File: config.mk
export PLATFORM = sky130hd
export DESIGN_NAME = pwm_audio_out
export DESIGN_NICKNAME = d
export VERILOG_FILES = /design/src/rtl/audio_pkg.sv /design/src/rtl/pwm_audio_out_fifo.sv /design/src/rtl/pwm_audio_out.sv
export SDC_FILE = /design/constraint.sdc
export NUM_CORES = 1
export LEC_CHECK = 0
export ABC_AREA = 0
export CAP_MARGIN = 20
export CORE_ASPECT_RATIO = 1.4
export CORE_MARGIN = 2
export CORE_UTILIZATION = 35
export CTS_BUF_LIST = sky130_fd_sc_hd__clkbuf_8
export DETAILED_ROUTE_END_ITERATION = 8
export PLACE_DENSITY = 0.64
export SYNTH_ARGS = -nofsm -noshare
export SYNTH_HDL_FRONTEND = slang
export SYNTH_SLANG_ARGS = --single-unit
File: constraint.sdc
create_clock -name CLOCK_50_i -period 6.3 [get_ports CLOCK_50_i]
set_input_delay 1.26 -clock CLOCK_50_i [delete_from_list [all_inputs] [get_ports CLOCK_50_i]]
set_output_delay 1.26 -clock CLOCK_50_i [all_outputs]
set_load 0.01 [all_outputs]
File: src/rtl/audio_pkg.sv
// Shared constants and helpers for the audio PWM output path.
// Clip divisors are CLOCK_50 cycles per PWM count for the clip-speed selections.
package audio_pkg;

    localparam int AUDIO_SAMPLE_W   = 11;
    localparam int PWM_PERIOD_DEF   = 701;
    localparam int FIFO_DEPTH_DEF   = 8;
    localparam int DIV_W_DEF        = 28;

    localparam int DIV_FAST         = 50;
    localparam int DIV_MED          = 250;
    localparam int DIV_SLOW         = 700;
    localparam int DIV_DEFAULT      = 10;

    typedef enum logic [1:0] {
        CLIP_DEFAULT,
        CLIP_FAST,
        CLIP_MED,
        CLIP_SLOW
    } clip_speed_e;

    function automatic int clip_divisor(input clip_speed_e speed);
        case (speed)
            CLIP_FAST: return DIV_FAST;
            CLIP_MED:  return DIV_MED;
            CLIP_SLOW: return DIV_SLOW;
            default:   return DIV_DEFAULT;
        endcase
    endfunction

    function automatic int max_int(input int a, input int b);
        return (a > b) ? a : b;
    endfunction

endpackage

File: src/rtl/pwm_audio_out_fifo.sv
// Synchronous sample FIFO with occupancy count and a one-cycle clear.
// DEPTH must be a power of two so the pointers wrap naturally.
module sample_fifo
    import audio_pkg::*;
#(
    parameter int  DEPTH   = FIFO_DEPTH_DEF,
    parameter int  WIDTH   = AUDIO_SAMPLE_W,
    localparam int PTR_W   = $clog2(DEPTH),
    localparam int LEVEL_W = $clog2(DEPTH + 1)
) (
    input  logic               clk_i,
    input  logic               reset_i,
    input  logic               clear_i,
    input  logic               push_i,
    input  logic               pop_i,
    input  logic [WIDTH-1:0]   data_i,
    output logic [WIDTH-1:0]   data_o,
    output logic               full_o,
    output logic               empty_o,
    output logic [LEVEL_W-1:0] level_o
);

    logic [WIDTH-1:0]   mem_q [DEPTH];
    logic [PTR_W-1:0]   wrPtr_q, wrPtr_d;
    logic [PTR_W-1:0]   rdPtr_q, rdPtr_d;
    logic [LEVEL_W-1:0] level_q, level_d;
    logic               doPush;
    logic               doPop;

    assign full_o  = (level_q == LEVEL_W'(DEPTH));
    assign empty_o = (level_q == '0);
    assign doPush  = push_i && !full_o && !clear_i;
    assign doPop   = pop_i && !empty_o && !clear_i;
    assign data_o  = mem_q[rdPtr_q];
    assign level_o = level_q;

    always_comb begin
        wrPtr_d = wrPtr_q;
        rdPtr_d = rdPtr_q;
        level_d = level_q;
        if (clear_i) begin
            wrPtr_d = '0;
            rdPtr_d = '0;
            level_d = '0;
        end else begin
            if (doPush) begin
                wrPtr_d = wrPtr_q + PTR_W'(1);
            end
            if (doPop) begin
                rdPtr_d = rdPtr_q + PTR_W'(1);
            end
            // Simultaneous push and pop leaves the occupancy unchanged.
            if (doPush && !doPop) begin
                level_d = level_q + LEVEL_W'(1);
            end else if (doPop && !doPush) begin
                level_d = level_q - LEVEL_W'(1);
            end
        end
    end

    always_ff @(posedge clk_i) begin
        if (reset_i) begin
            wrPtr_q <= '0;
            rdPtr_q <= '0;
            level_q <= '0;
        end else begin
            wrPtr_q <= wrPtr_d;
            rdPtr_q <= rdPtr_d;
            level_q <= level_d;
        end
    end

    always_ff @(posedge clk_i) begin
        if (doPush) begin
            mem_q[wrPtr_q] <= data_i;
        end
    end

endmodule

File: src/rtl/pwm_audio_out.sv
// PWM audio output stage: buffers PCM samples and emits one sample per PWM frame.
// Frame timing comes from a programmable CLOCK_50 divider driving the PWM counter.
module pwm_audio_out
    import audio_pkg::*;
#(
    parameter int  SAMPLE_W   = AUDIO_SAMPLE_W,
    parameter int  PWM_PERIOD = PWM_PERIOD_DEF,
    parameter int  FIFO_DEPTH = FIFO_DEPTH_DEF,
    parameter int  DIV_W      = DIV_W_DEF,
    localparam int LEVEL_W    = $clog2(FIFO_DEPTH + 1)
) (
    input  logic                CLOCK_50_i,
    input  logic                reset_i,
    input  logic [DIV_W-1:0]    clk_div_i,
    input  logic                enable_i,
    input  logic                flush_i,
    input  logic [SAMPLE_W-1:0] s_data_i,
    input  logic                s_valid_i,
    output logic                s_ready_o,
    output logic [1:0]          pwm_out_o,
    output logic                sample_stb_o,
    output logic                underrun_o,
    output logic [LEVEL_W-1:0]  level_o
);

    localparam int              CNT_W    = $clog2(PWM_PERIOD);
    localparam int              CMP_W    = max_int(SAMPLE_W, CNT_W);
    localparam logic [CNT_W-1:0] LAST_CNT = CNT_W'(PWM_PERIOD - 1);

    logic [DIV_W-1:0]    divCnt_q, divCnt_d;
    logic [DIV_W-1:0]    divTerm;
    logic [CNT_W-1:0]    pwmCnt_q, pwmCnt_d;
    logic [SAMPLE_W-1:0] duty_q, duty_d;
    logic                pwm_q, pwm_d;
    logic                stb_q, stb_d;
    logic                underrun_q, underrun_d;
    logic                tick;
    logic                frameEnd;
    logic                push;
    logic                pop;
    logic                fifoFull;
    logic                fifoEmpty;
    logic [SAMPLE_W-1:0] fifoHead;

    // Divisors 0 and 1 both mean a PWM count every cycle; a lowered divisor
    // that leaves the counter past its new terminal ticks immediately.
    assign divTerm   = (clk_div_i <= DIV_W'(1)) ? '0 : (clk_div_i - DIV_W'(1));
    assign tick      = enable_i && !flush_i && (divCnt_q >= divTerm);
    assign frameEnd  = tick && (pwmCnt_q == LAST_CNT);
    assign pop       = frameEnd && !fifoEmpty;
    assign s_ready_o = !fifoFull && !flush_i && !reset_i;
    assign push      = s_valid_i && s_ready_o;

    sample_fifo #(
        .DEPTH (FIFO_DEPTH),
        .WIDTH (SAMPLE_W)
    ) u_fifo (
        .clk_i   (CLOCK_50_i),
        .reset_i (reset_i),
        .clear_i (flush_i),
        .push_i  (push),
        .pop_i   (pop),
        .data_i  (s_data_i),
        .data_o  (fifoHead),
        .full_o  (fifoFull),
        .empty_o (fifoEmpty),
        .level_o (level_o)
    );

    always_comb begin
        divCnt_d   = divCnt_q;
        pwmCnt_d   = pwmCnt_q;
        duty_d     = duty_q;
        pwm_d      = 1'b0;
        stb_d      = pop;
        underrun_d = frameEnd && fifoEmpty;
        if (flush_i) begin
            divCnt_d = '0;
            pwmCnt_d = '0;
            duty_d   = '0;
        end else if (!enable_i) begin
            divCnt_d = '0;
            pwmCnt_d = '0;
        end else begin
            pwm_d = CMP_W'(duty_q) > CMP_W'(pwmCnt_q);
            if (tick) begin
                divCnt_d = '0;
                pwmCnt_d = frameEnd ? '0 : (pwmCnt_q + CNT_W'(1));
            end else begin
                divCnt_d = divCnt_q + DIV_W'(1);
            end
            if (pop) begin
                duty_d = fifoHead;
            end
        end
    end

    always_ff @(posedge CLOCK_50_i) begin
        if (reset_i) begin
            divCnt_q   <= '0;
            pwmCnt_q   <= '0;
            duty_q     <= '0;
            pwm_q      <= 1'b0;
            stb_q      <= 1'b0;
            underrun_q <= 1'b0;
        end else begin
            divCnt_q   <= divCnt_d;
            pwmCnt_q   <= pwmCnt_d;
            duty_q     <= duty_d;
            pwm_q      <= pwm_d;
            stb_q      <= stb_d;
            underrun_q <= underrun_d;
        end
    end

    assign pwm_out_o    = {2{pwm_q}};
    assign sample_stb_o = stb_q;
    assign underrun_o   = underrun_q;

endmodule

==> qor.yml <==
postLayoutSetupSlackWorst_ns: 0.460
worstSetupStartpoint: "clk_div_i[6]"
timing.critical_path.fanout_max: 6
h_tree_level_count: 4
wirelength_um: 16600
power.leakage_uw: 0.00330
ant_nets: 0
detailroute.via_count: 5303
synthesis.yosys.warnings: 0
ys_types: 60
port_buffers: 52
die_w_um: 130
placeableCoreArea_mm2: 0.0219
worst-endpoint-required_ns: 6.68
async_flop_share_pct: 0
detail_route.wl_per_cell_um: 15.6
grt_pass1_vias: 5278
fillers: 2119
ys_top_cells_by_area: "edfxtp_1, dfxtp_1, ha_1, mux4_2, nand2_1"
cap_viol_max_count: 0
dpl.hpwl_um: 12000
timing.critical_path.cells: "clkdlybuf4s50_1 -> or4_4 -> nor4_2 -> nor3b_4 -> nand2_1 -> xnor2_1 -> nand2_1 -> ha_1 -> nand4_2 -> nor3_2 -> nand2_1 -> a31o_2 -> a311o_1 -> ha_1 -> inv_1 -> ha_1 -> a21o_1 -> a21oi_1 -> xnor2_1 -> or3_1 -> a21oi_1"
place.gp.congestion: 0.789
worstSkewPairLatency_ns: 0.46
pre_cts_slack_ns: 0.0226
worst_slew_slack_as_a_fraction_of_its_limit_pct: 34.1
final.setup.tns_ns: 0
globalRouteOverflowTotal: 0
cp-end-kind: "flop"
regToRegStartpoint: "divCnt_q[19]$_SDFF_PP0_"
critical-path-slowest-cell: "or4_4"
clock_tree_from_tritoncts: "built"
clk_pin_slew_worst_paths_ns: 0.09
synth_area_per_cell_um2: 11.4
route.detailed.drc: 0
first_pass_grt_wire_length_um: 26400
layout-drive-gt1-share_pct: 14.0
cts_made_buffers: 17
drt_pass1_iterations: 4
worst_ir_drop_vdd_v: 0.000196
die_h_um: 181
start_to_end_type_of_the_worst_setup_path: "in2reg"
final-setup-viol-count: 0
design.die.area_mm2: 0.0236
max-clock-path-buffers: 2
detailedRoute.firstIterationViolations: 192
rows: 64
synth.yosys.seq_area_share_pct: 49.7
hold_viol: 0
clock_tree.root_cell: "clkbuf_8"
power_density_mw_per_mm2: 206
main_synth_ff_type: "edfxtp_1"
yosysTopAreaCellShare_pct: 33.8
cp_data_arrival_time_ns: 6.22
pin_count: 53
final_max_slew_viol_count: 0
crit_path_buf_inv_count: 2
total_power_uw: 1910
synthMostInstantiatedCell: "nand2_1"
post_synth_edffs: 88
critPathMaxStageDelay_ns: 0.58
postSynthNetCount: 778
grtUsageTotal_pct: 14.5
result_of_the_run: "completed"
period_share_pct: 92.7
postCtsResizedCells: 0
postSynthRegisterBits: 150
n_antenna_cell: 0
fin_worst_hold_slack_ns: 0.467
period_minus_slack_ns: 5.84
min_path_type: "reg2reg"
crit_path_start_kind: "primary input"
via_per_inst: 4.97
postCtsSetupRepairBufs: 0
antenna_violations_before_repair: 0
initial_core_util_pct: 35.6
clock-skew-final_ns: 0.0221
synthToLayoutAreaGrowth_pct: 18.1
max_freq_mhz: 171
synthesis.instances: 685
nets: 850
hold_start: "duty_q[8]$_SDFFE_PP0P_"
synth.cells.most_frequent: "nand2_1, edfxtp_1, dfxtp_1"
grt_start_max_net_pins: 30
cp_top_family: "simple AND/OR/NAND/NOR gates"
post_synth_instance_area_mm2: 0.00782
cts_num_sinks: 150
hold_buffers: 0
tightest_slew_ns: 0.982
yosys.area.top_type: "edfxtp_1"
rsz0062_at_grt: "no"
-- registers in the layout, indices dropped and copies added (netlist names) --
| signal | cells |
|---|---|
| u_fifo.rdPtr_q | 3 |
| u_fifo.mem_q | 88 |
| pwm_q | 1 |
| duty_q | 11 |
| u_fifo.level_o | 4 |
| u_fifo.wrPtr_q | 3 |
| divCnt_q | 28 |
| sample_stb_o | 1 |
| pwmCnt_q | 10 |
| underrun_o | 1 |
-- report_power, final --
group	internal [uW]	total [uW]	leakage (uW)	switching (uW)
clock network	308	754	0.000212	447
registers	1040	1040	0.00129	2.23
logic	55.4	111	0.00180	55.8
-- layout make-up --
cell class,instances,area (um^2),share of cell area (%)
Inverter,23,86.3,0.935
Clock buffer,17,234,2.53
Sequential cell,150,3880,42.0
Clock inverter,15,194,2.10
Multi-Input combinational cell,487,3720,40.3
Tap cell,297,372,4.02
Timing Repair Buffer,78,743,8.05
-- stage by stage --
| stage | area [um^2] | cells | utilization [%] |
|---|---|---|---|
| 6_report | 9240 | 1067 | 42.1 |
| 3_5_place_dp | 8770 | 1033 | 40.0 |
| 5_1_grt | 9240 | 1067 | 42.1 |
| 2_1_floorplan | 7820 | 685 | - |
| 3_3_place_gp | 8770 | 1033 | 40.0 |
| 4_1_cts | 9200 | 1065 | 41.9 |
-- logic make-up (layout without fill, tap and decap cells) --
| group | count (synthesis) | in the layout | synth area share, % |
|---|---|---|---|
| AOI/OAI and AO/OA | 71 | 71 | 5.87 |
| xor gates and xnor gates | 55 | 55 | 6.16 |
| adders and majority gates | 49 | 49 | 7.93 |
| buffers and inverters | 48 | 133 | 2.94 |
| DFF | 150 | 150 | 49.7 |
| muxes | 53 | 53 | 10.5 |
| and+or+nand+nor | 259 | 259 | 17.0 |
-- layer usage --
layer	track usage, %	vias to the layer above	share of wire, %
li1	-	2656	-
met1	16.3	2533	42
met2	26.6	94	53
met3	3.17	20	3.1
met4	4.85	0	2.0
met5	0	-	0
-- placed cells by master, fill, tap and decap left out, types with 15 or more instances in the layout --
cell type         n
edfxtp_1         88
nand4_1          15
mux2i_1          20
xor2_1           29
buf_4            24
nand2_1          90
nand3_1          23
a21oi_1          23
nor2_1           56
clkbuf_8         17
ha_1             48
dfxtp_1          62
clkdlybuf4s50_1  52
inv_1            22
xnor2_1          26
mux4_2           22
-- worst paths after layout --
check	to	slack, ns	cells past startpoint
worst max register to register	u_fifo.level_o[3]$_SDFFE_PP0P_	2.91	14
worst max-delay path	u_fifo.level_o[3]$_SDFFE_PP0P_	0.46	21
worst min register to register	duty_q[8]$_SDFFE_PP0P_	0.47	2
worst min-delay path	duty_q[8]$_SDFFE_PP0P_	0.47	2
-- worst reg2reg max path, stage by stage, from the launching register on --
cell and delay [ns]:
dfxtp_1 0.40, ha_1 0.36, nand4_2 0.15, nor3_2 0.26, nand2_1 0.08, a31o_2 0.23
a311o_1 0.38, ha_1 0.23, inv_1 0.12, ha_1 0.24, a21o_1 0.17, a21oi_1 0.18
xnor2_1 0.10, or3_1 0.30, a21oi_1 0.13
No activity file was read; power rests on OpenSTA's default activity.
